$ cat src/rtl/keylock_core.sv
// keylock_core: N-digit BCD code lock with master/user codes, confirmed code change and auto-relock.
// Define KEYLOCK_LOCKOUT_EN to add the failed-attempt LOCKOUT state and its timer.
module keylock_core #(
  parameter int                  DIGITS         = 6,
  parameter logic [4*DIGITS-1:0] MASTER_CODE    = 24'h555116,
  parameter logic [4*DIGITS-1:0] USER_CODE_INIT = 24'h666666,
  parameter int                  OPEN_CYCLES    = 60000000,
  parameter int                  MAX_ATTEMPTS   = 3,
  parameter int                  LOCKOUT_CYCLES = 36000000
) (
  input  logic       hwclk,
  input  logic       reset,
  input  logic [3:0] key_code,
  input  logic       key_valid,
  input  logic       lock_req,
  output logic       unlocked,
  output logic       prog_mode,
  output logic       error,
  output logic       code_changed,
  output logic       lockout,
  output logic [3:0] digit_count,
  output logic [3:0] attempts_left,
  output logic [2:0] stateDbg
);

  localparam int BW = 4 * DIGITS;
  localparam logic [3:0] FULL      = 4'(DIGITS);
  localparam logic [3:0] KEY_STAR  = 4'd10;
  localparam logic [3:0] KEY_ENTER = 4'd11;
  localparam logic [3:0] ATT_MAX   = 4'(MAX_ATTEMPTS);
  localparam int OPEN_W = (OPEN_CYCLES > 1) ? $clog2(OPEN_CYCLES) : 1;
  localparam logic [OPEN_W-1:0] OPEN_LAST = (OPEN_CYCLES > 0) ? OPEN_W'(OPEN_CYCLES - 1) : '0;
`ifdef KEYLOCK_LOCKOUT_EN
  localparam int LOCK_W = (LOCKOUT_CYCLES > 1) ? $clog2(LOCKOUT_CYCLES) : 1;
  localparam logic [LOCK_W-1:0] LOCK_LAST = LOCK_W'(LOCKOUT_CYCLES - 1);
`endif

  typedef enum logic [2:0] {
    LOCKED   = 3'd0,
    OPEN     = 3'd1,
    NEW_CODE = 3'd2,
    CONFIRM  = 3'd3
`ifdef KEYLOCK_LOCKOUT_EN
    , LOCKOUT = 3'd4
`endif
  } stateT;

  stateT             state, stateNext;
  logic [BW-1:0]     codeBuf, bufNext;
  logic [BW-1:0]     candidate, candNext;
  logic [BW-1:0]     userCode, userNext;
  logic [3:0]        digitCnt, cntNext;
  logic              overrun, ovrNext;
  logic [OPEN_W-1:0] openCnt, openCntNext;
  logic              errNext, chgNext;
`ifdef KEYLOCK_LOCKOUT_EN
  logic [3:0]        attempts, attNext;
  logic [LOCK_W-1:0] lockCnt, lockCntNext;
`endif

  // key_valid is a one-cycle strobe with no backpressure: every strobed key is consumed
  // in the cycle it is presented, or deliberately dropped.
  logic          isDigit, isStar, isEnter, entryOk;
  logic [BW+3:0] shiftWide;
  logic [BW-1:0] shifted;

  assign isDigit   = key_valid && (key_code <= 4'd9);
  assign isStar    = key_valid && (key_code == KEY_STAR);
  assign isEnter   = key_valid && (key_code == KEY_ENTER);
  assign entryOk   = (digitCnt == FULL) && !overrun;
  assign shiftWide = {codeBuf, key_code};
  assign shifted   = shiftWide[BW-1:0];

  always_comb begin
    stateNext   = state;
    bufNext     = codeBuf;
    cntNext     = digitCnt;
    ovrNext     = overrun;
    candNext    = candidate;
    userNext    = userCode;
    openCntNext = openCnt;
    errNext     = 1'b0;
    chgNext     = 1'b0;
`ifdef KEYLOCK_LOCKOUT_EN
    attNext     = attempts;
    lockCntNext = lockCnt;
`endif
    unique case (state)
      LOCKED, NEW_CODE, CONFIRM: begin
        if (isDigit) begin
          // A full buffer keeps its contents; the extra digit only poisons the entry.
          if (digitCnt == FULL) begin
            ovrNext = 1'b1;
          end else begin
            bufNext = shifted;
            cntNext = digitCnt + 4'd1;
          end
        end else if (isStar || isEnter) begin
          bufNext = '0;
          cntNext = '0;
          ovrNext = 1'b0;
          if (isStar && (digitCnt == 4'd0) && (state != LOCKED)) begin
            stateNext = LOCKED;
          end
          if (isEnter) begin
            case (state)
              LOCKED: begin
                if (digitCnt != 4'd0) begin
                  if (entryOk && (codeBuf == userCode)) begin
                    stateNext   = OPEN;
                    openCntNext = '0;
`ifdef KEYLOCK_LOCKOUT_EN
                    attNext     = ATT_MAX;
`endif
                  end else if (entryOk && (codeBuf == MASTER_CODE)) begin
                    stateNext = NEW_CODE;
`ifdef KEYLOCK_LOCKOUT_EN
                    attNext   = ATT_MAX;
`endif
                  end else begin
                    errNext = 1'b1;
`ifdef KEYLOCK_LOCKOUT_EN
                    attNext = (attempts == 4'd0) ? 4'd0 : attempts - 4'd1;
                    if (attempts <= 4'd1) begin
                      stateNext   = LOCKOUT;
                      lockCntNext = '0;
                    end
`endif
                  end
                end
              end
              NEW_CODE: begin
                if (entryOk && (codeBuf != MASTER_CODE)) begin
                  candNext  = codeBuf;
                  stateNext = CONFIRM;
                end else begin
                  errNext   = 1'b1;
                  stateNext = LOCKED;
                end
              end
              CONFIRM: begin
                if (entryOk && (codeBuf == candidate)) begin
                  userNext = candidate;
                  chgNext  = 1'b1;
                end else begin
                  errNext = 1'b1;
                end
                stateNext = LOCKED;
              end
              default: ;
            endcase
          end
        end
      end
      OPEN: begin
        // lock_req outranks any key strobed in the same cycle.
        if (lock_req) begin
          stateNext = LOCKED;
        end else if ((OPEN_CYCLES != 0) && (openCnt == OPEN_LAST)) begin
          stateNext = LOCKED;
        end else if (isEnter) begin
          stateNext = LOCKED;
        end else begin
          openCntNext = openCnt + 1'b1;
        end
      end
`ifdef KEYLOCK_LOCKOUT_EN
      LOCKOUT: begin
        if (lockCnt == LOCK_LAST) begin
          stateNext = LOCKED;
          attNext   = ATT_MAX;
        end else begin
          lockCntNext = lockCnt + 1'b1;
        end
      end
`endif
      default: stateNext = LOCKED;
    endcase
  end

  always_ff @(posedge hwclk) begin
    if (reset) begin
      state        <= LOCKED;
      codeBuf      <= '0;
      digitCnt     <= '0;
      overrun      <= 1'b0;
      candidate    <= '0;
      userCode     <= USER_CODE_INIT;
      openCnt      <= '0;
      unlocked     <= 1'b0;
      prog_mode    <= 1'b0;
      error        <= 1'b0;
      code_changed <= 1'b0;
`ifdef KEYLOCK_LOCKOUT_EN
      attempts     <= ATT_MAX;
      lockCnt      <= '0;
      lockout      <= 1'b0;
`endif
    end else begin
      state        <= stateNext;
      codeBuf      <= bufNext;
      digitCnt     <= cntNext;
      overrun      <= ovrNext;
      candidate    <= candNext;
      userCode     <= userNext;
      openCnt      <= openCntNext;
      unlocked     <= (stateNext == OPEN);
      prog_mode    <= (stateNext == NEW_CODE) || (stateNext == CONFIRM);
      error        <= errNext;
      code_changed <= chgNext;
`ifdef KEYLOCK_LOCKOUT_EN
      attempts     <= attNext;
      lockCnt      <= lockCntNext;
      lockout      <= (stateNext == LOCKOUT);
`endif
    end
  end

  assign digit_count = digitCnt;
  assign stateDbg    = state;
`ifdef KEYLOCK_LOCKOUT_EN
  assign attempts_left = attempts;
`else
  assign attempts_left = ATT_MAX;
  assign lockout       = 1'b0;
`endif

endmodule

$ cat config.mk
export PLATFORM = sky130hd
export DESIGN_NAME = keylock_core
export DESIGN_NICKNAME = d
export VERILOG_FILES = /design/src/rtl/keylock_core.sv
export SDC_FILE = /design/constraint.sdc
export NUM_CORES = 1
export LEC_CHECK = 0
export ABC_AREA = 1
export CAP_MARGIN = 20
export CELL_PAD_IN_SITES_DETAIL_PLACEMENT = 1
export CELL_PAD_IN_SITES_GLOBAL_PLACEMENT = 1
export CORE_UTILIZATION = 44
export CTS_CLUSTER_DIAMETER = 40
export DETAILED_ROUTE_END_ITERATION = 7
export PLACE_DENSITY_LB_ADDON = 0.08
export SLEW_MARGIN = 30
export SYNTH_ARGS = -nofsm -noshare
export SYNTH_HDL_FRONTEND = slang
export SYNTH_SLANG_ARGS = --single-unit
$ cat constraint.sdc
create_clock -name hwclk -period 2.3 [get_ports hwclk]
set_input_delay 0.46 -clock hwclk [delete_from_list [all_inputs] [get_ports hwclk]]
set_output_delay 0.46 -clock hwclk [all_outputs]
set_load 0.01 [all_outputs]
==> flow_metrics.env <==
export IMPL_outcome="complete, no violations"
export IMPL_via_per_inst=5.43
export IMPL_power_share_combinational_pct=5.2
export IMPL_timing_rr_start="digit_count[1]$_SDFFE_PP0P_"
export IMPL_synth_most_common_cell="nand2_1"
export IMPL_antenna_found_initial=0
export IMPL_grt_pass1_wl_um=31300
export IMPL_netlist_area_mm2=0.00617
export IMPL_drt_total_wl_um=19500
export IMPL_hold_path_end="digit_count[0]$_SDFFE_PP0P_"
export IMPL_synthArstFlopShare_pct=0
export IMPL_finalCoreUtilization_pct=51.3
export IMPL_die_h_um=120
export IMPL_drt_iter0_drc=302
export IMPL_fmax_mhz=460
export IMPL_portBuffers=18
export IMPL_worstPathRequired_ns=2.60
export IMPL_hold_path_class="in -> reg"
export IMPL_crit_top_cell="nand3_1"
export IMPL_cp_slowest_cell="clkdlybuf4s50_1"
export IMPL_ir_drop_uv=341
export IMPL_synth_edf_count=0
export IMPL_overflow=0
export IMPL_dieArea_mm2=0.0145
export IMPL_r2r_slack_ns=0.13
export IMPL_crit_type="in -> reg"
export IMPL_slowest_delay_ns=0.52
export IMPL_area_growth_pct=11.8
export IMPL_relSlewSlack_pct=54.6
export IMPL_initial_core_util_pct=45.9
export IMPL_layout_min_cycle_time_ns=2.18
export IMPL_path_max_fanout=12
export IMPL_yosys_warnings=0
export IMPL_crit_path_cell_trace="clkdlybuf4s50_1 > nand4_2 > nor2_2 > inv_1 > nor3_4 > buf_4 > nand3_1 > nand3_1"
export IMPL_grt_start_max_net_pins=56
export IMPL_dp_hpwl_um=13600
export IMPL_cts_tree="done"
export IMPL_ys_flop_type="dfxtp_1"
export IMPL_holdBufCountCts=0
export IMPL_worst_r2r_cell_count=12
export IMPL_vias=6220
export IMPL_drc_errors=0
export IMPL_fp_coreArea_mm2=0.0135
export IMPL_path_clk_slew_ns=0.07
export IMPL_fin_ws_ns=0.124
export IMPL_ys_seq_elements=110
export IMPL_p_switching_uw=879
export IMPL_leakagePower_nw=2.73
export IMPL_die_x_um=120
export IMPL_first_pass_iters=4
export IMPL_r2r_end="userCode[20]$_SDFFE_PP0P_"
export IMPL_synthTopCellsByArea="dfxtp_1 36%, nand2_1 17%, nor2_1 7.5%"
export IMPL_post_drt_wl_per_cell_um=17.0
export IMPL_p_per_area_mw_per_mm2=523
export IMPL_antennaDiodeCount=0
export IMPL_pre_cts_ws_ns=-0.0362
export IMPL_grt_pass1_vias=6301
export IMPL_syn_inst=954
export IMPL_yosysUniqueCellTypes=40
export IMPL_start_kind="primary input"
export IMPL_drive_gt1_share_pct=7.84
export IMPL_end_kind="flip-flop"
export IMPL_arrival_ns=2.48
export IMPL_setup_viol_count_final=0
export IMPL_intPower_mw=2.73
export IMPL_hold_viol=0
export IMPL_slew_viol_final=0
export IMPL_cts_root_buf="clkbuf_16"
export IMPL_cts_inserted_buffers=9
export IMPL_clock_skew_ns=0.00848
export IMPL_pwr_share_seq_pct=53.1
export IMPL_ios=24
export IMPL_pwr_share_clk_pct=41.7
export IMPL_row_count=42
export IMPL_drv_cap=0
export IMPL_synth_top_cell_area_share_pct=35.7
export IMPL_hp_start="reset"
export IMPL_ys_seq_area_share_pct=35.7
export IMPL_yosys_top_cells_count="273 x nand2_1, 124 x nor2_1, 110 x dfxtp_1"
export IMPL_avgSynthCellArea_um2=6.47
export IMPL_ant_nets=0
export IMPL_finalPower_mw=3.61
export IMPL_swShare_pct=24.3
export IMPL_place_congestion=0.877
export IMPL_rsz0062_at_grt="yes"
export IMPL_hold_depth=4
export IMPL_period_share_pct=94.6
export IMPL_htreeDepth=3
export IMPL_cts_path_max_buffers=2
export IMPL_grt_usage_pct=27.4
export IMPL_tightest_slew_ns=0.681
export IMPL_nets=978
export IMPL_cts_sinks=110
export IMPL_worstSkewPairLatency_ns=0.36
export IMPL_synth_top_cell_by_area="dfxtp_1"
## critical path: cells and delay by family
kind	cells	cell delay, ns
buffers and inverters	3	0.99
AND/OR/NAND/NOR	5	1.02
## area by class of cell
cell class	count	area, um2
inverter	101	379
sequential	110	2200
tap	176	220
timing repair buffer	45	448
fill	1811	6550
multi-input combinational	699	3380
clock buffer	13	250
clock inverter	2	17.5
## cells by family after synthesis
logic type               share of synthesized area [%]
other                                            0.122
AND/OR/NAND/NOR                                   36.4
AO/OA/AOI/OAI                                     10.3
flip-flops                                        35.7
XOR/XNOR                                          6.24
adder cells (fa/ha/maj)                          0.811
buffers and inverters                             10.5
## power by group through the flow
stage	clock network, mW	registers (mW)	logic (mW)
floorplan	0	1.96	0.122
global placement	0	1.96	0.179
detailed placement	0	1.96	0.187
CTS	1.54	1.92	0.187
global route	1.60	1.92	0.204
finish	1.51	1.92	0.189
## placed cells by master, fill, tap and decap left out, types with 17 or more instances in the layout
cell type,count
a21oi_1,80
buf_4,20
clkdlybuf4s50_1,17
dfxtp_1,109
inv_1,85
nand2_1,273
nand3_1,48
nand4_1,38
nor2_1,124
o21ai_0,31
xor2_1,28
## state kept, by name, summed over array words and instances, names as in the netlist
signal,flops
candidate,24
digit_count,4
userCode,24
overrun,1
code_changed,1
prog_mode,1
error,1
unlocked,1
stateDbg,3
codeBuf,24
openCnt,26
## metrics by stage
step           std cells  cell area, um2  setup TNS (ns)  hold WS, ns
2_1_floorplan        958            6190               0        0.449
3_3_place_gp        1128            6560               0        0.460
3_5_place_dp        1128            6560         -0.0478        0.474
4_1_cts             1143            6830               0        0.462
5_1_grt             1146            6900         -0.0107        0.462
6_report            1146            6900               0        0.463
## worst max-delay path by stage
stage	start	end	slack (ns)	depth (start not counted)
6_report	key_code[3]	userCode[1]$_SDFFE_PP1P_	0.12	8
5_1_grt	digit_count[0]$_SDFFE_PP0P_	userCode[11]$_SDFFE_PP0P_	-0.008	13
4_1_cts	digit_count[0]$_SDFFE_PP0P_	userCode[11]$_SDFFE_PP0P_	0.02	12
3_5_place_dp	key_code[1]	codeBuf[1]$_SDFFE_PP0P_	-0.04	9
3_3_place_gp	key_code[1]	userCode[8]$_SDFFE_PP0P_	0.08	8
2_1_floorplan	digit_count[1]$_SDFFE_PP0P_	openCnt[0]$_SDFFE_PP0P_	0.44	11
## routing by layer
layer / vias to the layer above / global-route usage, % / wire [um] / part of all wire (%)
li1: 3041 / - / - / -
met4: 0 / 7.64 / 401 / 2.1
met5: - / 0 / 0 / 0
met3: 37 / 5.05 / 511 / 2.6
met2: 92 / 50.1 / 9910 / 51
met1: 3050 / 32.4 / 8710 / 45
## repair_timing
action	CTS	global route
buffers inserted	0	1
gates resized for setup	0	7
endpoints found under the setup margin	0	50
Note: power is estimated with default switching activity, not from simulation.
